==> src/rtl/uart_receiver_rx.sv <==
// ---------------------------------------------------------------------------
// uart_receiver_rx
//
// Parametrised UART receive engine. RxD is brought into the clk domain
// through a two-flop synchroniser. A falling edge on the synchronised line
// starts a frame. The start bit is checked again at mid-bit so that short
// glitches are rejected. Data bits, an optional parity bit and the stop bit
// are then sampled once per bit period at their centres.
//
// Parameters
//   CLK_FREQ    clock frequency in Hz
//   BAUD        line rate in bit/s; CLKS_PER_BIT = CLK_FREQ / BAUD (>= 4)
//   DATA_BITS   payload bits per frame, 5..8, LSB first on the line
//   PARITY_ODD  0 = even parity, 1 = odd parity (used only with parity built)
//
// Build option
//   UART_RX_PARITY_EN  when defined, frames carry one parity bit between the
//                      data bits and the stop bit. When undefined, frames are
//                      DATA_BITS-N-1 and parity_err is tied low.
//
// Ports
//   clk         single clock, rising edge
//   reset       synchronous, active-high
//   RxD         asynchronous serial input, idles high
//   RxData      last correctly received payload, held until the next good frame
//   rx_valid    one-cycle pulse when RxData updates
//   frame_err   one-cycle pulse when the stop bit is sampled low
//   parity_err  one-cycle pulse on a parity mismatch
//   busy        high while the receive FSM is not idle
//
// Handshake: rx_valid, frame_err and parity_err are single-cycle strobes with
// no back-pressure. Exactly one of them fires per completed frame, one cycle
// after the stop-bit sample. RxData stays stable from a rx_valid strobe until
// the next rx_valid strobe or until reset.
// ---------------------------------------------------------------------------
module uart_receiver_rx #(
   parameter int CLK_FREQ   = 50_000_000,
   parameter int BAUD       = 9600,
   parameter int DATA_BITS  = 8,
   parameter int PARITY_ODD = 0
) (
   input  logic                 clk,
   input  logic                 reset,
   input  logic                 RxD,
   output logic [DATA_BITS-1:0] RxData,
   output logic                 rx_valid,
   output logic                 frame_err,
   output logic                 parity_err,
   output logic                 busy
);

   localparam int CLKS_PER_BIT = CLK_FREQ / BAUD;
   localparam int CNT_W        = (CLKS_PER_BIT > 1) ? $clog2(CLKS_PER_BIT) : 1;
   localparam int IDX_W        = $clog2(DATA_BITS) + 1;

   localparam logic [CNT_W-1:0] HALF_LAST = CNT_W'(CLKS_PER_BIT / 2 - 1);
   localparam logic [CNT_W-1:0] BIT_LAST  = CNT_W'(CLKS_PER_BIT - 1);
   localparam logic [IDX_W-1:0] IDX_LAST  = IDX_W'(DATA_BITS - 1);

   // Elaboration-time guard on the parameter set.
   localparam bit CFG_OK = (CLKS_PER_BIT >= 4) &&
                           (DATA_BITS >= 5) && (DATA_BITS <= 8) &&
                           ((PARITY_ODD == 0) || (PARITY_ODD == 1));

   generate
      if (!CFG_OK) begin : g_bad_cfg
         $error("uart_receiver_rx: illegal parameter combination");
      end
   endgenerate

   // ------------------------------------------------------------------------
   // FSM encoding. The state register is visible as state_q for debug binds.
   // ------------------------------------------------------------------------
`ifdef UART_RX_PARITY_EN
   typedef enum logic [2:0] {
      S_IDLE   = 3'd0,
      S_START  = 3'd1,
      S_DATA   = 3'd2,
      S_PARITY = 3'd3,
      S_STOP   = 3'd4
   } state_t;
`else
   typedef enum logic [2:0] {
      S_IDLE   = 3'd0,
      S_START  = 3'd1,
      S_DATA   = 3'd2,
      S_STOP   = 3'd4
   } state_t;
`endif

   // ------------------------------------------------------------------------
   // Synchroniser and edge detector. All three flops reset to the idle
   // (high) line level, so releasing reset never fakes a start edge.
   // ------------------------------------------------------------------------
   logic rxd_meta;
   logic rxd_s;
   logic rxd_prev;
   logic fall_edge;

   always_ff @(posedge clk) begin
      if (reset) begin
         rxd_meta <= 1'b1;
         rxd_s    <= 1'b1;
         rxd_prev <= 1'b1;
      end else begin
         rxd_meta <= RxD;
         rxd_s    <= rxd_meta;
         rxd_prev <= rxd_s;
      end
   end

   assign fall_edge = rxd_prev & ~rxd_s;

   // ------------------------------------------------------------------------
   // FSM and datapath registers
   // ------------------------------------------------------------------------
   state_t                 state_q, state_d;
   logic [CNT_W-1:0]       cnt_q,   cnt_d;
   logic [IDX_W-1:0]       idx_q,   idx_d;
   logic [DATA_BITS-1:0]   shift_q, shift_d;
   logic [DATA_BITS-1:0]   data_q,  data_d;
   logic                   rv_q,    rv_d;
   logic                   fe_q,    fe_d;
`ifdef UART_RX_PARITY_EN
   localparam logic PAR_SENSE = (PARITY_ODD != 0);
   logic                   par_bad_q, par_bad_d;
   logic                   pe_q,      pe_d;
`endif

   always_ff @(posedge clk) begin
      if (reset) begin
         state_q   <= S_IDLE;
         cnt_q     <= '0;
         idx_q     <= '0;
         shift_q   <= '0;
         data_q    <= '0;
         rv_q      <= 1'b0;
         fe_q      <= 1'b0;
`ifdef UART_RX_PARITY_EN
         par_bad_q <= 1'b0;
         pe_q      <= 1'b0;
`endif
      end else begin
         state_q   <= state_d;
         cnt_q     <= cnt_d;
         idx_q     <= idx_d;
         shift_q   <= shift_d;
         data_q    <= data_d;
         rv_q      <= rv_d;
         fe_q      <= fe_d;
`ifdef UART_RX_PARITY_EN
         par_bad_q <= par_bad_d;
         pe_q      <= pe_d;
`endif
      end
   end

   // ------------------------------------------------------------------------
   // Next-state and datapath logic
   // ------------------------------------------------------------------------
   always_comb begin
      state_d   = state_q;
      cnt_d     = cnt_q;
      idx_d     = idx_q;
      shift_d   = shift_q;
      data_d    = data_q;
      rv_d      = 1'b0;
      fe_d      = 1'b0;
`ifdef UART_RX_PARITY_EN
      par_bad_d = par_bad_q;
      pe_d      = 1'b0;
`endif

      case (state_q)
         S_IDLE: begin
            cnt_d = '0;
            if (fall_edge) begin
               state_d = S_START;
            end
         end

         S_START: begin
            if (cnt_q == HALF_LAST) begin
               cnt_d = '0;
               idx_d = '0;
               // The line must still be low at mid start bit. Otherwise the
               // edge was a glitch and is dropped silently.
               if (!rxd_s) begin
                  state_d = S_DATA;
               end else begin
                  state_d = S_IDLE;
               end
            end else begin
               cnt_d = cnt_q + 1'b1;
            end
         end

         S_DATA: begin
            if (cnt_q == BIT_LAST) begin
               cnt_d = '0;
               // LSB arrives first: shift in from the top so that after
               // DATA_BITS samples the first bit sits in bit 0.
               shift_d = {rxd_s, shift_q[DATA_BITS-1:1]};
               if (idx_q == IDX_LAST) begin
`ifdef UART_RX_PARITY_EN
                  state_d = S_PARITY;
`else
                  state_d = S_STOP;
`endif
               end else begin
                  idx_d = idx_q + 1'b1;
               end
            end else begin
               cnt_d = cnt_q + 1'b1;
            end
         end

`ifdef UART_RX_PARITY_EN
         S_PARITY: begin
            if (cnt_q == BIT_LAST) begin
               cnt_d     = '0;
               par_bad_d = ((^shift_q) ^ rxd_s) != PAR_SENSE;
               state_d   = S_STOP;
            end else begin
               cnt_d = cnt_q + 1'b1;
            end
         end
`endif

         S_STOP: begin
            if (cnt_q == BIT_LAST) begin
               cnt_d = '0;
               // Leaving at mid stop bit keeps half a bit of slack, so the
               // next start edge of a back-to-back frame is still caught.
               state_d = S_IDLE;
               if (!rxd_s) begin
                  fe_d = 1'b1;
`ifdef UART_RX_PARITY_EN
               end else if (par_bad_q) begin
                  pe_d = 1'b1;
`endif
               end else begin
                  rv_d   = 1'b1;
                  data_d = shift_q;
               end
            end else begin
               cnt_d = cnt_q + 1'b1;
            end
         end

         default: begin
            state_d = S_IDLE;
            cnt_d   = '0;
         end
      endcase
   end

   // ------------------------------------------------------------------------
   // Outputs
   // ------------------------------------------------------------------------
   assign RxData    = data_q;
   assign rx_valid  = rv_q;
   assign frame_err = fe_q;
   assign busy      = (state_q != S_IDLE);

`ifdef UART_RX_PARITY_EN
   assign parity_err = pe_q;
`else
   assign parity_err = 1'b0;
`endif

endmodule
==> config.mk <==
export PLATFORM = sky130hd
export DESIGN_NAME = uart_receiver_rx
export DESIGN_NICKNAME = d
export VERILOG_FILES = /design/src/rtl/uart_receiver_rx.sv
export SDC_FILE = /design/constraint.sdc
export NUM_CORES = 1
export LEC_CHECK = 0
export BUFFER_PORTS_ARGS = -buffer_cell sky130_fd_sc_hd__buf_2
export CAP_MARGIN = 15
export CORE_MARGIN = 2
export CORE_UTILIZATION = 60
export CTS_BUF_LIST = sky130_fd_sc_hd__clkbuf_2
export DETAILED_ROUTE_END_ITERATION = 16
export PLACE_DENSITY_LB_ADDON = 0.12
export RECOVER_POWER = 25
export SLEW_MARGIN = 20
export SYNTH_ARGS = -nofsm -noshare
export SYNTH_HDL_FRONTEND = slang
export SYNTH_SLANG_ARGS = --single-unit
==> constraint.sdc <==
create_clock -name clk -period 3.49 [get_ports clk]
set_input_delay 0.5235 -clock clk [delete_from_list [all_inputs] [get_ports clk]]
set_output_delay 0.5235 -clock clk [all_outputs]
set_load 0.02 [all_outputs]
==> metrics <==
synth top area cells=dfxtp_1, mux2i_1, nor2_1; Die X=between 50 and 60 um; Fin. Hold Viols=0; die height=between 50 and 60 um; crit path max fanout=8; final worst path period share=66.1%; critical path class=register to register; skew final=15.8 ps; Max clock buf depth=2; crit path cell chain=ha_1 > nor3b_2 > nand4_4 > nor4_4 > mux2i_1 > nor2_1; largest family of logic cells by synthesized area=simple AND/OR/NAND/NOR gates; antenna cells=0; asr flop ratio synth=0%; H-tree Lvls=2; startpoint types=register; final core occ=approximately two thirds; total number of vias=~1300; PostCTS Resize Cnt=0; final max-slew violation count=0; WP data arrival=around 2500 ps; hold-fix buffers at CTS=0; WHS Endpoint=rxd_meta; Syn Inst Count=188; via/cell ratio=5.67; Post-route DRC=0; top-area cell type share of the netlist area=between 40% and 50%; # IOs=15; Synth Area in Adders=under 10%; sequential share of the synthesized area=around 47%; clock-pin transition on the worst setup and hold timing paths=200 ps; Final ANT Viol Nets=0; count of cell types in the netlist=39; post-DP HPWL=roughly 2.2 mm; min Tclk post-route=between 2000 and 2500 ps; compound-cell area share of the yosys netlist=between 4 and 5%; peak supply drop=0.345 mV; reg-to-reg endpoint=RxData[6]; drt wl/cell=~13 um; # nets final=between 200 and 250; area grow syn2layout=5.25%; Synth Register Bits=41; commonest cells in the netlist=dfxtp_1, nor2_1, mux2i_1; Port Buffers=13; CTS tree=built; Setup Total Neg Slack=0 ps; initial antenna violation count=0; total grt overflow=0; wl on met1=between 1.5 and 2 mm; HP Class=input pin to register; Die Footprint=between 3000 and 4000 um^2; Slew headroom=roughly 22%; routed wl met3=between 100 and 150 um; first-pass GRT wire length=5.29 mm; Pre-antenna DRT Iters=4; vias in the first global route=around 1200; area of the core=roughly 2800 um^2; Starting Density=a little under two thirds; First DRT Iteration DRCs=75; R2R cell count=6; outcome=finished clean; Top FF cell, synth=dfxtp_1; share of layout cells above drive strength 1=approximately 8.5%; Mapped Area=~1800 um^2; largest area contributor in the netlist=dfxtp_1; syn_nets=193; WL met2=around 1.5 mm; reg2reg setup slack=1180 ps; Crit. End Element=register; final wirelength=between 3 and 4 mm; CTS Buf Count=5; Pleak=0.643 nW; GPL Wtd Cong=0.826; post-synthesis mux area share=slightly below 10%; worst hold path depth=2; most frequent cell after synthesis=dfxtp_1; post-synthesis area per instance=9.38 um^2; Crit Reg-Reg Startpoint=cnt_q[0]; clk sink count=a little over 40; All-Layer GR Usage=20.7%; PD cells=370 nW/um^2; clk root buf=clkbuf_2; worst-margin pin slew=about 1200 ps; max-cap viol count=0; Clk Latency, worst-skew pair=~370 ps; largest net degree at the start of global routing=32; final setup fails=0; number of synthesized flops with an enable pin=0; Post-Synth XOR/XNOR Area=between 5 and 6%; Min-Delay Startpoint=RxD; CP Data Required Time=~3700 ps; synth warn=0; RSZ-0062 raised after global routing=false; simple-gate share of the synthesized area=between 20% and 30%; top sig layer=met3; max incr delay on CP=roughly 650 ps; CP max-delay cell=nor4_4; Setup Buffers After CTS=0; fmax=between 400 and 500 MHz; row cnt=19
-- stage by stage --
stage | power, mW | worst slack, ps | instances | area [um^2] | hold slack (ps)
floorplan | 0.500 | 1520 | 188 | 1760 | 389
global placement | 0.503 | 1290 | 224 | 1830 | 394
detailed placement | 0.503 | 1200 | 224 | 1830 | 392
CTS | 0.691 | 1180 | 232 | 1870 | 297
global route | 0.715 | 1020 | 232 | 1860 | 262
finish | 0.687 | 1180 | 232 | 1860 | 318
-- cells in the final DEF (no fill, tap or decap), drive strengths merged, types with 3 or more instances in the layout --
cell type  count
nor2          36
nor4           4
nand2b         4
clkinv         3
clkbuf        16
nand4          5
nand2         10
o21ai          3
xor2           9
dfxtp         41
a21oi          6
and4           3
and3           3
or2            3
nor3           3
nand3          5
mux2i         17
inv            6
-- layout make-up --
class,count,area [um^2]
fill,233,925
multi-input combinational,133,886
sequential,41,821
timing repair buffer,13,51.3
tap,31,38.8
clock buffer,5,25.0
inverter,6,22.5
clock inverter,3,12.5
-- critical path: cells and delay by family (launching register included) --
kind                       cells  cell delay (ps)
adders and majority gates      1              260
DFF                            1              430
muxes                          1              280
and+or+nand+nor                4             1220
-- cells by family (layout without fill, tap and decap cells) --
logic type	count (synthesis)	in the layout
and+or+nand+nor	88	88
xor gates and xnor gates	11	11
other	1	1
DFF	41	41
buffers and inverters	14	27
muxes	17	17
adders and majority gates	2	2
AOI/OAI and AO/OA	14	14
-- registers in the layout, indices dropped and copies added (netlist names) --
name and cells:
shift_q 8, RxData 8, state_q 3, rxd_meta 1
rx_valid 1, idx_q 4, frame_err 1, rxd_prev 1
rxd_s 1, cnt_q 13
-- power breakdown --
group	switching, mW	internal, mW	total (mW)
clock	0.148	0.0441	0.193
combinational	0.0136	0.00609	0.0197
sequential	0.00269	0.472	0.474
total	0.165	0.522	0.687
-- worst max path at each step --
stage | start | to | slack [ps] | depth (start not counted)
floorplan | cnt_q[0] | idx_q[1] | 1520 | 6
global placement | cnt_q[0] | RxData[5] | 1290 | 6
detailed placement | cnt_q[0] | RxData[3] | 1200 | 6
CTS | cnt_q[0] | RxData[3] | 1180 | 6
global route | cnt_q[0] | RxData[6] | 1020 | 6
finish | cnt_q[0] | RxData[6] | 1180 | 6
-- metal layers --
layer / vias to the layer above / track usage [%]
met5: - / 0
met4: 0 / 8.97
met3: 0 / 5.36
met1: 617 / 26.5
met2: 33 / 33.1
li1: 665 / -
Note: power is estimated with default switching activity, not from simulation.
